==> config.mk <==
export PLATFORM = sky130hd
export DESIGN_NAME = req_ack_arb
export DESIGN_NICKNAME = d
export VERILOG_FILES = /design/src/rtl/req_ack_pkg.sv /design/src/rtl/rr_pick.sv /design/src/rtl/req_ack_arb.sv
export SDC_FILE = /design/constraint.sdc
export NUM_CORES = 1
export LEC_CHECK = 0
export CELL_PAD_IN_SITES_DETAIL_PLACEMENT = 1
export CELL_PAD_IN_SITES_GLOBAL_PLACEMENT = 2
export CORE_MARGIN = 10
export CORE_UTILIZATION = 31
export DETAILED_ROUTE_END_ITERATION = 6
export GPL_TIMING_DRIVEN = 0
export PLACE_DENSITY_LB_ADDON = 0.1
export REMOVE_ABC_BUFFERS = 1
export SETUP_SLACK_MARGIN = 0.4
export SYNTH_ARGS = -nofsm -noshare
export SYNTH_HDL_FRONTEND = slang
export SYNTH_SLANG_ARGS = --single-unit
==> constraint.sdc <==
create_clock -name clk -period 3.4 [get_ports clk]
set_clock_uncertainty 0.2 [all_clocks]
set_input_delay 0.85 -clock clk [delete_from_list [all_inputs] [get_ports clk]]
set_output_delay 0.85 -clock clk [all_outputs]
set_load 0.01 [all_outputs]
==> src/rtl/req_ack_pkg.sv <==
// req_ack_pkg
// Shared definitions for the N-channel request/acknowledge arbiter:
//   - state_t         : arbiter FSM states (IDLE, GRANT, ACK)
//   - DEF_NUM_CH      : default number of requester channels
//   - DEF_ACK_LATENCY : default cycles from grant edge to ack
//   - idx_width()     : clog2-based width helper, never narrower than 1 bit
package req_ack_pkg;

  typedef enum logic [1:0] {
    IDLE  = 2'd0,
    GRANT = 2'd1,
    ACK   = 2'd2
  } state_t;

  localparam int DEF_NUM_CH      = 4;
  localparam int DEF_ACK_LATENCY = 2;

  // Width needed to hold values 0..n-1; a 1-bit field is kept for n <= 2 so
  // that counters and indices never collapse to zero width.
  function automatic int idx_width(input int n);
    return (n <= 2) ? 1 : $clog2(n);
  endfunction

endpackage

==> src/rtl/rr_pick.sv <==
// rr_pick
// Combinational round-robin selector. Searches req starting at pointer and
// moving upward with wrap-around; reports the first set channel.
// Ports:
//   req     in  NUM_CH  pending requests
//   pointer in  CW      channel with highest priority this round (< NUM_CH)
//   valid   out 1       at least one request is pending
//   index   out CW      selected channel (equals pointer when nothing pending)
module rr_pick
  import req_ack_pkg::*;
#(
  parameter int NUM_CH = DEF_NUM_CH,
  parameter int CW     = idx_width(NUM_CH)
) (
  input  logic [NUM_CH-1:0] req,
  input  logic [CW-1:0]     pointer,
  output logic              valid,
  output logic [CW-1:0]     index
);

  // Channel sitting 'off' places above p, wrapped with an explicit compare so
  // non-power-of-two channel counts wrap correctly.
  function automatic logic [CW-1:0] add_wrap(input logic [CW-1:0] p, input int off);
    int s;
    s = int'(p) + off;
    if (s >= NUM_CH) s = s - NUM_CH;
    return CW'(s);
  endfunction

  // rot[gi] is the request of the channel gi positions after the pointer.
  logic [NUM_CH-1:0] rot;
  logic [CW-1:0]     pos [NUM_CH];

  for (genvar gi = 0; gi < NUM_CH; gi++) begin : g_cand
    assign pos[gi] = add_wrap(pointer, gi);
    assign rot[gi] = req[pos[gi]];
  end

  // Scan from farthest to nearest so the closest set channel wins.
  always_comb begin
    valid = |rot;
    index = pointer;
    for (int i = NUM_CH - 1; i >= 0; i--) begin
      if (rot[i]) index = pos[i];
    end
  end

endmodule

==> src/rtl/req_ack_arb.sv <==
// req_ack_arb
// N-channel round-robin request/acknowledge responder. A granted channel
// receives a one-cycle ack pulse ACK_LATENCY+1 cycles after its grant edge,
// provided it keeps its request high; withdrawing early raises err instead.
// Ports:
//   clk    in  1       clock, posedge
//   rst_n  in  1       synchronous active-low reset
//   req    in  NUM_CH  level requests
//   ack    out NUM_CH  one-hot single-cycle acknowledge
//   busy   out 1       grant outstanding (GRANT or ACK)
//   gnt_id out CW      current / most recent granted channel
//   err    out 1       single-cycle abort pulse
//   err_id out CW      channel of the most recent abort
module req_ack_arb
  import req_ack_pkg::*;
#(
  parameter  int NUM_CH      = DEF_NUM_CH,
  parameter  int ACK_LATENCY = DEF_ACK_LATENCY,
  localparam int CW          = idx_width(NUM_CH)
) (
  input  logic              clk,
  input  logic              rst_n,
  input  logic [NUM_CH-1:0] req,
  output logic [NUM_CH-1:0] ack,
  output logic              busy,
  output logic [CW-1:0]     gnt_id,
  output logic              err,
  output logic [CW-1:0]     err_id
);

  localparam int LW = idx_width(ACK_LATENCY);

  state_t            state_reg, state_next;
  logic [NUM_CH-1:0] ack_reg, ack_next;
  logic              busy_reg, busy_next;
  logic              err_reg, err_next;
  logic [CW-1:0]     gnt_id_reg, gnt_id_next;
  logic [CW-1:0]     err_id_reg, err_id_next;
  logic [CW-1:0]     ptr_reg, ptr_next;
  logic [LW-1:0]     cnt_reg, cnt_next;

  logic              pick_valid;
  logic [CW-1:0]     pick_idx;
  logic              req_hold;
  logic [CW-1:0]     after_gnt;

  rr_pick #(
    .NUM_CH (NUM_CH),
    .CW     (CW)
  ) u_pick (
    .req     (req),
    .pointer (ptr_reg),
    .valid   (pick_valid),
    .index   (pick_idx)
  );

  assign req_hold  = req[gnt_id_reg];
  // Next round starts just past the channel that was served (or aborted).
  assign after_gnt = (gnt_id_reg == CW'(NUM_CH - 1)) ? '0 : gnt_id_reg + CW'(1);

  // State and registered outputs
  always_ff @(posedge clk) begin
    if (!rst_n) begin
      state_reg  <= IDLE;
      ack_reg    <= '0;
      busy_reg   <= 1'b0;
      err_reg    <= 1'b0;
      gnt_id_reg <= '0;
      err_id_reg <= '0;
      ptr_reg    <= '0;
      cnt_reg    <= '0;
    end else begin
      state_reg  <= state_next;
      ack_reg    <= ack_next;
      busy_reg   <= busy_next;
      err_reg    <= err_next;
      gnt_id_reg <= gnt_id_next;
      err_id_reg <= err_id_next;
      ptr_reg    <= ptr_next;
      cnt_reg    <= cnt_next;
    end
  end

  // Next-state logic
  always_comb begin
    state_next = state_reg;
    case (state_reg)
      IDLE:    if (pick_valid) state_next = GRANT;
      GRANT: begin
        if (!req_hold)            state_next = IDLE;
        else if (cnt_reg == '0)   state_next = ACK;
      end
      ACK:     state_next = IDLE;
      default: state_next = IDLE;
    endcase
  end

  // Output / datapath next values
  always_comb begin
    ack_next    = '0;
    err_next    = 1'b0;
    busy_next   = busy_reg;
    gnt_id_next = gnt_id_reg;
    err_id_next = err_id_reg;
    ptr_next    = ptr_reg;
    cnt_next    = cnt_reg;
    case (state_reg)
      IDLE: begin
        busy_next = pick_valid;
        if (pick_valid) begin
          gnt_id_next = pick_idx;
          cnt_next    = LW'(ACK_LATENCY - 1);
        end
      end
      GRANT: begin
        if (!req_hold) begin
          err_next    = 1'b1;
          err_id_next = gnt_id_reg;
          busy_next   = 1'b0;
          ptr_next    = after_gnt;
        end else if (cnt_reg == '0) begin
          ack_next = NUM_CH'(1) << gnt_id_reg;
        end else begin
          cnt_next = cnt_reg - LW'(1);
        end
      end
      ACK: begin
        // The requester drops req on the edge it sees ack, so req is ignored here.
        busy_next = 1'b0;
        ptr_next  = after_gnt;
      end
      default: busy_next = 1'b0;
    endcase
  end

  assign ack    = ack_reg;
  assign busy   = busy_reg;
  assign err    = err_reg;
  assign gnt_id = gnt_id_reg;
  assign err_id = err_id_reg;

endmodule

==> flow_metrics.tcl <==
set metrics [dict create \
    status "finished, final reports clean" \
    crit_slowest_cell "sky130_fd_sc_hd__clkdlybuf4s50_1" \
    end_kind "output port" \
    first_global_vias 687 \
    die-area_um2 4860 \
    share_of_synthesized_flip_flops_with_an_asynchronous_set_or_reset 0 \
    antenna_cells 0 \
    timing.final.hold_violations 0 \
    post_synth_num_cell_types 28 \
    dpl.hpwl_um 1460 \
    drt.antenna.violating_nets 0 \
    area_delta_synth_final_pct 23.2 \
    finalNetCount 108 \
    drt_iter0_markers 20 \
    placedCellCount 124 \
    required_ns 2.35 \
    slew_viol_final 0 \
    row_count 17 \
    finalNonFillerCells 128 \
    route.vias.total 644 \
    maximum_number_of_pins_on_one_net_before_global_route_repair 12 \
    timing.critical_path.max_delay_family "buffers and inverters" \
    cp.arrival_ns 1.55 \
    route.final.wire_length_um 1910 \
    grt_first_pass_wirelength_um 3320 \
    fillCellCount 280 \
    timing.final.crit_period_ns 2.60 \
    most-common-layout-cells "sky130_fd_sc_hd__dfxtp_1, sky130_fd_sc_hd__clkdlybuf4s50_1, sky130_fd_sc_hd__nand2_1, sky130_fd_sc_hd__nor2_1" \
    largest_register_ff_count 4 \
    core_um2 2280 \
    clock_tree_from_tritoncts "done" \
    share_comb_of_total_power 0.248 \
    first_pass_iters 4 \
    gp_congestion 0.804 \
    tightest_slew_ns 0.468 \
    rsz0062_at_grt "false" \
    p_switching_w 0.000146 \
    cts.sink_count 15 \
    pwr-share-clk 0.258 \
    worst-setup-path-type "flip-flop to output port" \
    die_width_um 69.7 \
    synth.yosys.warnings 0 \
    drt-vias-per-instance 5.03 \
    postSynthAreaPerCell_um2 8.82 \
    startpoint_type "flip-flop" \
    finish.utilization 0.415 \
    edff_count_synth 0 \
    finalHoldWorstSlack_ns 0.270 \
    grt_overflow_total 0 \
    clock_path_buffers 2 \
    post_cts.repair.setup_buffers 0 \
    clock_tree.htree_level_count 1 \
    synth-seq-area-share 0.392 \
    worst_hold_path_type "flip-flop to flip-flop" \
    timing.critical_path.cells "clkdlybuf4s50_1" \
    timing.max_cap.violations 0 \
    y_dimension_of_the_die_um 69.7 \
    final_min_period_over_clock_period 0.765 \
    initial_utilization 0.337 \
    grt_usage 0.0831 \
    average_detailed_routed_wire_length_per_instance_um 14.9 \
    port-buffer-count 15 \
    place_worst_setup_slack_ns 0.797 \
    drc_errors 0 \
    vdd_drop_max_mv 0.194 \
    power.share.sequential 0.494 \
    count_of_cells_resized_by_post_cts_repair 0 \
    postSynthRegisterBits 15 \
    crit_path_max_fanout 10 \
    synthFlopType "sky130_fd_sc_hd__dfxtp_1" \
    cts_inserted_buffers 3 \
    power-per-cell-area_nw_per_um2 464 \
    post_synthesis_cells 87 \
    clock_latency_ns 0.30 \
    crit_path_max_incr_delay_ns 0.63 \
    timing.fmax_mhz 384 \
    grt_antenna_before_repair 0 \
    internal-power_w 0.000292 \
    swShare 0.333 \
    static-leakage-power_nw 0.339 \
    total_i_o_pin_count 16 \
    buf_inv_stages_crit_path 1 \
    relSlewSlack 0.688 \
    layout-drive-gt1-share 0.100 \
    cts_root_buf "sky130_fd_sc_hd__clkbuf_4" \
    holdBufCountCts 0 \
    setup_viol 0 \
    combined_area_of_all_synthesized_cells_um2 767 \
    clkTransAtPathRegs_ns 0.11 \
    setup_tns_ns 0 \
    final_critical_path_setup_slack_ns 0.799 \
]
[worst reg2reg max path, delay by kind of cell (launching register included)]
| family | cells | cell delay, ns |
|---|---|---|
| DFF | 1 | 0.62 |
| muxes | 2 | 0.55 |
| AOI/OAI and AO/OA | 1 | 0.20 |
| and+or+nand+nor | 1 | 0.06 |
[layout make-up]
| cell class | instances | area (um^2) | area share |
|---|---|---|---|
| Multi-Input combinational cell | 64 | 422 | 0.446 |
| Sequential cell | 15 | 300 | 0.318 |
| Timing Repair Buffer | 15 | 150 | 0.159 |
| Tap cell | 28 | 35.0 | 0.0371 |
| Clock buffer | 3 | 22.5 | 0.0238 |
| Clock inverter | 1 | 7.51 | 0.00795 |
| Inverter | 2 | 7.51 | 0.00795 |
[per-stage QoR]
step | area (um^2) | power (W)
2_1_floorplan | 729 | 0.000285
3_3_place_gp | 915 | 0.000329
3_5_place_dp | 915 | 0.000330
4_1_cts | 945 | 0.000445
5_1_grt | 945 | 0.000468
6_report | 945 | 0.000438
[cell usage after synthesis (2+ instances only)]
master	instances	area share
sky130_fd_sc_hd__o22ai_1	2	0.016
sky130_fd_sc_hd__o21ai_0	6	0.039
sky130_fd_sc_hd__nor2b_1	3	0.024
sky130_fd_sc_hd__nand2b_1	3	0.024
sky130_fd_sc_hd__mux2i_2	2	0.036
sky130_fd_sc_hd__a21oi_1	3	0.020
sky130_fd_sc_hd__dfxtp_1	15	0.39
sky130_fd_sc_hd__inv_1	2	0.0098
sky130_fd_sc_hd__nand2_1	11	0.054
sky130_fd_sc_hd__a31oi_1	4	0.033
sky130_fd_sc_hd__buf_2	3	0.020
sky130_fd_sc_hd__mux2i_1	6	0.078
sky130_fd_sc_hd__nor2_1	10	0.049
sky130_fd_sc_hd__nor3_1	3	0.020
[path summary, 6_finish.rpt]
check / from / depth (start not counted) / slack, ns / end
max: gnt_id[1] / 1 / 0.80 / gnt_id[1]
min reg2reg: err_id[0] / 2 / 0.27 / err_id[0]
min: err_id[0] / 2 / 0.27 / err_id[0]
max reg2reg: gnt_id[1] / 4 / 1.68 / state_reg[0]
[power groups by stage]
stage	combinational, W	clock (W)	sequential (W)
5_1_grt	0.000123	0.000125	0.000220
3_3_place_gp	0.000109	0	0.000220
2_1_floorplan	0.0000682	0	0.000217
6_report	0.000109	0.000113	0.000216
4_1_cts	0.000111	0.000118	0.000216
3_5_place_dp	0.000110	0	0.000221
[layer usage]
metal / part of all wire / track usage / vias to the layer above
met5: 0 / 0 / -
met4: 0.020 / 0.0522 / 0
met3: 0.067 / 0.0285 / 4
met2: 0.46 / 0.125 / 12
met1: 0.46 / 0.0977 / 299
li1: - / - / 329
[cells by family after synthesis]
| group | synth area share |
|---|---|
| AO/OA/AOI/OAI | 0.168 |
| flip-flops | 0.392 |
| multiplexers | 0.114 |
| adder cells (fa/ha/maj) | 0.0163 |
| buffers and inverters | 0.0587 |
| AND/OR/NAND/NOR | 0.251 |
(Power assumes the default switching activity.)
